$ cat src/rtl/riscv_regfile_mp.sv
// Multi-read-port integer register file with a write-back delay line and per-port pending-write flags.
// Optional forwarding from the in-flight writes is enabled by defining REGFILE_BYPASS_EN.
module riscv_regfile_mp #(
  parameter int XLEN     = 32,
  parameter int NREG     = 32,
  parameter int NRD      = 2,
  parameter int WB_DELAY = 1,
  localparam int AW      = (NREG > 1) ? $clog2(NREG) : 1
) (
  input  logic              clk_i,
  input  logic              rst_ni,
  input  logic              RegWEn_i,
  input  logic [AW-1:0]     AddrD_i,
  input  logic [XLEN-1:0]   DataD_i,
  input  logic              Flush_i,
  input  logic [NRD*AW-1:0] AddrR_i,
  output logic [NRD*XLEN-1:0] DataR_o,
  output logic [NRD-1:0]    Pend_o
);

  localparam int SD = (WB_DELAY > 0) ? WB_DELAY : 1;

  logic [XLEN-1:0] regArray [NREG];

  logic            stgValid [SD];
  logic [AW-1:0]   stgAddr  [SD];
  logic [XLEN-1:0] stgData  [SD];

  logic            writeValid;
  logic            commitValid;
  logic [AW-1:0]   commitAddr;
  logic [XLEN-1:0] commitData;

  logic [AW-1:0]   rdAddr;
  logic [XLEN-1:0] rdData;
  logic            rdPend;

  function automatic logic inRange(input logic [AW-1:0] a);
    return 32'(a) < 32'(NREG);
  endfunction

  // x0 and unimplemented registers never enter the delay line
  assign writeValid = RegWEn_i && (AddrD_i != '0) && inRange(AddrD_i);

  if (WB_DELAY == 0) begin : gNoDelay
    always_comb begin
      for (int s = 0; s < SD; s++) begin
        stgValid[s] = 1'b0;
        stgAddr[s]  = '0;
        stgData[s]  = '0;
      end
    end

    assign commitValid = writeValid && !Flush_i;
    assign commitAddr  = AddrD_i;
    assign commitData  = DataD_i;
  end else begin : gDelay
    // Flush kills every stage, including the one that would commit at this edge
    always_ff @(posedge clk_i or negedge rst_ni) begin
      if (!rst_ni) begin
        for (int s = 0; s < WB_DELAY; s++) begin
          stgValid[s] <= 1'b0;
          stgAddr[s]  <= '0;
          stgData[s]  <= '0;
        end
      end else if (Flush_i) begin
        for (int s = 0; s < WB_DELAY; s++) begin
          stgValid[s] <= 1'b0;
        end
      end else begin
        stgValid[0] <= writeValid;
        stgAddr[0]  <= AddrD_i;
        stgData[0]  <= DataD_i;
        for (int s = 1; s < WB_DELAY; s++) begin
          stgValid[s] <= stgValid[s-1];
          stgAddr[s]  <= stgAddr[s-1];
          stgData[s]  <= stgData[s-1];
        end
      end
    end

    assign commitValid = stgValid[WB_DELAY-1] && !Flush_i;
    assign commitAddr  = stgAddr[WB_DELAY-1];
    assign commitData  = stgData[WB_DELAY-1];
  end

  always_ff @(posedge clk_i or negedge rst_ni) begin
    if (!rst_ni) begin
      for (int r = 0; r < NREG; r++) begin
        regArray[r] <= '0;
      end
    end else if (commitValid) begin
      regArray[commitAddr] <= commitData;
    end
  end

  // Forwarding overrides oldest-to-youngest so the most recent write wins
  always_comb begin
    DataR_o = '0;
    Pend_o  = '0;
    rdAddr  = '0;
    rdData  = '0;
    rdPend  = 1'b0;
    for (int p = 0; p < NRD; p++) begin
      rdAddr = AddrR_i[p*AW +: AW];
      rdData = '0;
      rdPend = 1'b0;
      if ((rdAddr != '0) && inRange(rdAddr)) begin
        rdData = regArray[rdAddr];
        for (int s = 0; s < WB_DELAY; s++) begin
          if (stgValid[s] && (stgAddr[s] == rdAddr)) begin
            rdPend = 1'b1;
          end
        end
`ifdef REGFILE_BYPASS_EN
        for (int s = WB_DELAY - 1; s >= 0; s--) begin
          if (stgValid[s] && (stgAddr[s] == rdAddr)) begin
            rdData = stgData[s];
          end
        end
        if (writeValid && !Flush_i && (AddrD_i == rdAddr)) begin
          rdData = DataD_i;
        end
`endif
      end
      if (rst_ni) begin
        DataR_o[p*XLEN +: XLEN] = rdData;
        Pend_o[p]               = rdPend;
      end
    end
  end

endmodule

$ cat config.mk
export PLATFORM = sky130hd
export DESIGN_NAME = riscv_regfile_mp
export DESIGN_NICKNAME = d
export VERILOG_FILES = /design/src/rtl/riscv_regfile_mp.sv
export SDC_FILE = /design/constraint.sdc
export NUM_CORES = 2
export LEC_CHECK = 0
export ABC_CLOCK_PERIOD_IN_PS = 2520
export BUFFER_PORTS_ARGS = -buffer_cell sky130_fd_sc_hd__buf_2
export CORE_ASPECT_RATIO = 1.75
export CORE_MARGIN = 1.5
export CORE_UTILIZATION = 60
export DETAILED_ROUTE_END_ITERATION = 8
export PLACE_DENSITY = 0.77
export SYNTH_ARGS = -nofsm -noshare
export SYNTH_HDL_FRONTEND = slang
export SYNTH_SLANG_ARGS = --single-unit
$ cat constraint.sdc
create_clock -name clk_i -period 2.52 [get_ports clk_i]
set_input_delay 0.126 -clock clk_i [delete_from_list [all_inputs] [get_ports clk_i]]
set_output_delay 0.126 -clock clk_i [all_outputs]
set_load 0.03 [all_outputs]
==> results.md <==
* Initial antenna violation count at 5
* Number of cells on the critical path at 7
* Syn Area/Cell at around 15 um^2
* Fin nets at between 3000 and 4000
* Num rows at 148
* Global route overflow at 0
* Critical Path AT at between 2000 and 3000 ps
* Core region area at about 0.093 mm^2
* Clock Power Share at between 30% and 40%
* Vias per std cell at roughly 7.6
* Syn Std Cell Area at between 0.05 and 0.06 mm^2
* Fillers at 6078
* Layout cell share with drive strength beyond 1 at a little under three fifths
* Synth unique cells at 39
* Hpwl dp at between 100000 and 150000 um
* RePlAce Congestion at between 0.9 and 1
* Syn nets at 3706
* Crit-path most repeated cell: buf_6
* Total track usage at 39.6%
* Failing checks: DRC, setup timing
* Antenna Nets Post-Route at 0
* Setup repair after global routing missed its margin: true
* CTS tree: yes
* Max Slew Vio Count at 0
* Synth Instances at between 3000 and 4000
* Via count at 38100
* Final min period at 2680 ps
* Least-Margin Pin Slew at approximately 1200 ps
* VDD IR max at around 0.81 mV
* PD cells at around 700 mW/mm^2
* Synth area leaders: dfrtp_1 47%, mux2_2 21%, mux4_2 18%, mux2i_1 4.6%, buf_2 1.3%
* DP Area at a little under 0.06 mm^2
* Multi-input logic area at between 0.02 and 0.03 mm^2
* Endpoints failing setup at 18
* Worst skew pair latency at 720 ps
* Leakage at between 0.02 and 0.03 uW
* Reg power frac at about 48%
* Int Pwr at around 33000 uW
* Fin. Hold Viols at 0
* Starting Density at between 60 and 70%
* Flop2flop setup slack at 100 ps
* Drt total wl at around 190000 um
* Setup Skew at approximately 23 ps
* Crit path capture: DataR_o[12]
* Most frequent cells in the layout: 1062 x dfrtp_1, 1053 x mux2_2, 448 x mux4_2, 191 x mux2i_1, 167 x buf_4
* Die Ht at roughly 410 um
* DIE AREA at ~0.096 mm^2
* Vias in the first global route at between 40000 and 50000
* Status: complete, but fails checks
* Share of the synthesized area in the top cell type at between 40% and 50%
* Die width at ~230 um
* Yosys warns at 0
* Worst Setup End Kind: output pin
* # clock sinks at roughly 1100
* Mean routed wirelength per cell at roughly 37 um
* Seq/Total Area, Yosys at 47.3%
* 1st-pass router iterations at 9
* CP required at about 2400 ps
* Wire length of the first global-routing pass at around 270000 um
* Critical path buffer and inverter count at 3
* Worst reg2reg endpoint: regArray[671]$_DFFE_PN0P_
* Hold Path Class: in -> async
* Final period util at 106%
* Critical Path Source: regArray[684]$_DFFE_PN0P_
* Layout area overhead at 14.5%
* Slowest Stage Delay on Critical Path at 470 ps
* Critical-path maximum fanout at 2
* Slew headroom at roughly 18%
* Crit path max-delay cell type: mux4_2
* Cell family with most CP delay: multiplexers
* Worst-path clk slew at 70 ps
* Ys async rst share at between 90% and 100%
* H-Tree Depth at 3
* Commonest non-fill, non-tap cell in the layout: dfrtp_1
* IO Port Bufs at roughly 120
* Max Clk Rate at roughly 0.37 GHz
* Initial DRC count at roughly 4400
* Critical path startpoint category: flip-flop
* Setup WS post-layout at -158 ps
* Sw Pwr at about 12000 uW
* Fin Hold WS at about 160 ps
* Cell Chain, Critical Path: buf_6, mux4_2, mux2i_4, a221o_1, a31oi_1, buf_4, buf_6
* Total area of sequential cells at around 0.027 mm^2
* Reg2Reg Launch Point: stgValid$_DFF_PN0_
* Max Cap Viol at 0
* Combinational share of power at 17.6%
* Synth area leader: dfrtp_1
* Design Area, Final at between 0.06 and 0.07 mm^2
* Worst reg-to-reg path cell count at 5
* CTS Buf Count at 96
* DRC viols at 2
* I/O Pins at ~120
* Util after Layout at 69.2%
* Crit Path Category: reg -> out
* Yosys reg bits at 1062
* Bufs on Longest Clock Path at 3
* Post-synth EDFFs at 0
* Largest net degree at the start of global routing at between 150 and 200
* Post-synth top flop: dfrtp_1
* Switch share at between 20 and 30%
* Clock tree root driver cell: clkbuf_16
-- repair_timing --
item / in CTS / in global routing
pin swaps: 19 / 36
setup endpoints to repair: 52 / 124
setup buffers: 1 / 3
cloned: 1 / 0
endpoints found under the hold margin: 62 / 0
gates resized for setup: 145 / 116
hold buffers: 46 / 0
-- per-layer routing --
layer / up-vias / GRT usage [%] / routed length (um)
li1: 14400 / - / -
met1: 20200 / 46.5 / 61300
met2: 2478 / 62.5 / 89800
met3: 913 / 9.17 / 16600
met4: 4 / 31.3 / 17200
met5: - / 0 / 23
-- flip-flops by register name (all words and copies together) (netlist names) --
| name | flops |
|---|---|
| regArray | 1024 |
| commitData | 32 |
| commitAddr | 5 |
| stgValid | 1 |
-- layout make-up --
type | instances | area share (%)
Inverter | 2 | 0.0194
Sequential cell | 1062 | 41.3
Tap cell | 1200 | 2.33
Clock inverter | 37 | 0.746
Multi-Input combinational cell | 2193 | 44.9
Timing Repair Buffer | 394 | 6.30
Clock buffer | 132 | 4.43
Antenna cell | 2 | 0.00778
-- power by group through the flow --
stage / clock network, uW / registers [uW] / logic (uW)
2_1_floorplan: 0 / 20500 / 5530
3_3_place_gp: 0 / 21100 / 6990
3_5_place_dp: 0 / 21500 / 7280
4_1_cts: 15800 / 21200 / 7660
5_1_grt: 16400 / 21600 / 8270
6_report: 15700 / 21300 / 7910
-- how the worst min path moves through the flow --
stage	start	end	slack, ps	cells after the start
floorplan	rst_ni	commitAddr[0]$_DFFE_PN0N_	-170	0
global placement	rst_ni	regArray[941]$_DFFE_PN0P_	-30	1
detailed placement	rst_ni	regArray[813]$_DFFE_PN0P_	-30	1
CTS	rst_ni	commitAddr[1]$_DFFE_PN0N_	150	2
global route	rst_ni	regArray[877]$_DFFE_PN0P_	170	2
finish	rst_ni	regArray[909]$_DFFE_PN0P_	160	2
-- kinds of logic after synthesis --
family                    share of synthesized area, %
AOI/OAI and AO/OA                                 4.17
xor gates and xnor gates                         0.125
buffers and inverters                             3.72
DFF                                               47.3
muxes                                             43.8
and+or+nand+nor                                  0.939
-- Yosys cell counts (24+ instances only) --
cell type     n
dfrtp_1    1062
mux2_2     1053
mux4_2      448
mux2i_1     256
clkbuf_1    166
buf_2       151
a221o_1      64
a22oi_1      64
a31oi_1      64
nand2_1      49
a221oi_1     48
buf_4        46
o21ai_0      32
buf_6        24
-- metrics by stage --
step                setup slack, ps  instances  TNS (ps)  total power, uW
floorplan                       351       3655         0            26000
global placement               -134       4804      -282            28100
detailed placement             -115       4804      -230            28800
CTS                            -180       5019     -1070            44700
global route                   -145       5021     -1130            46300
finish                         -158       5022      -677            44900
Note: power is estimated with default switching activity, not from simulation.
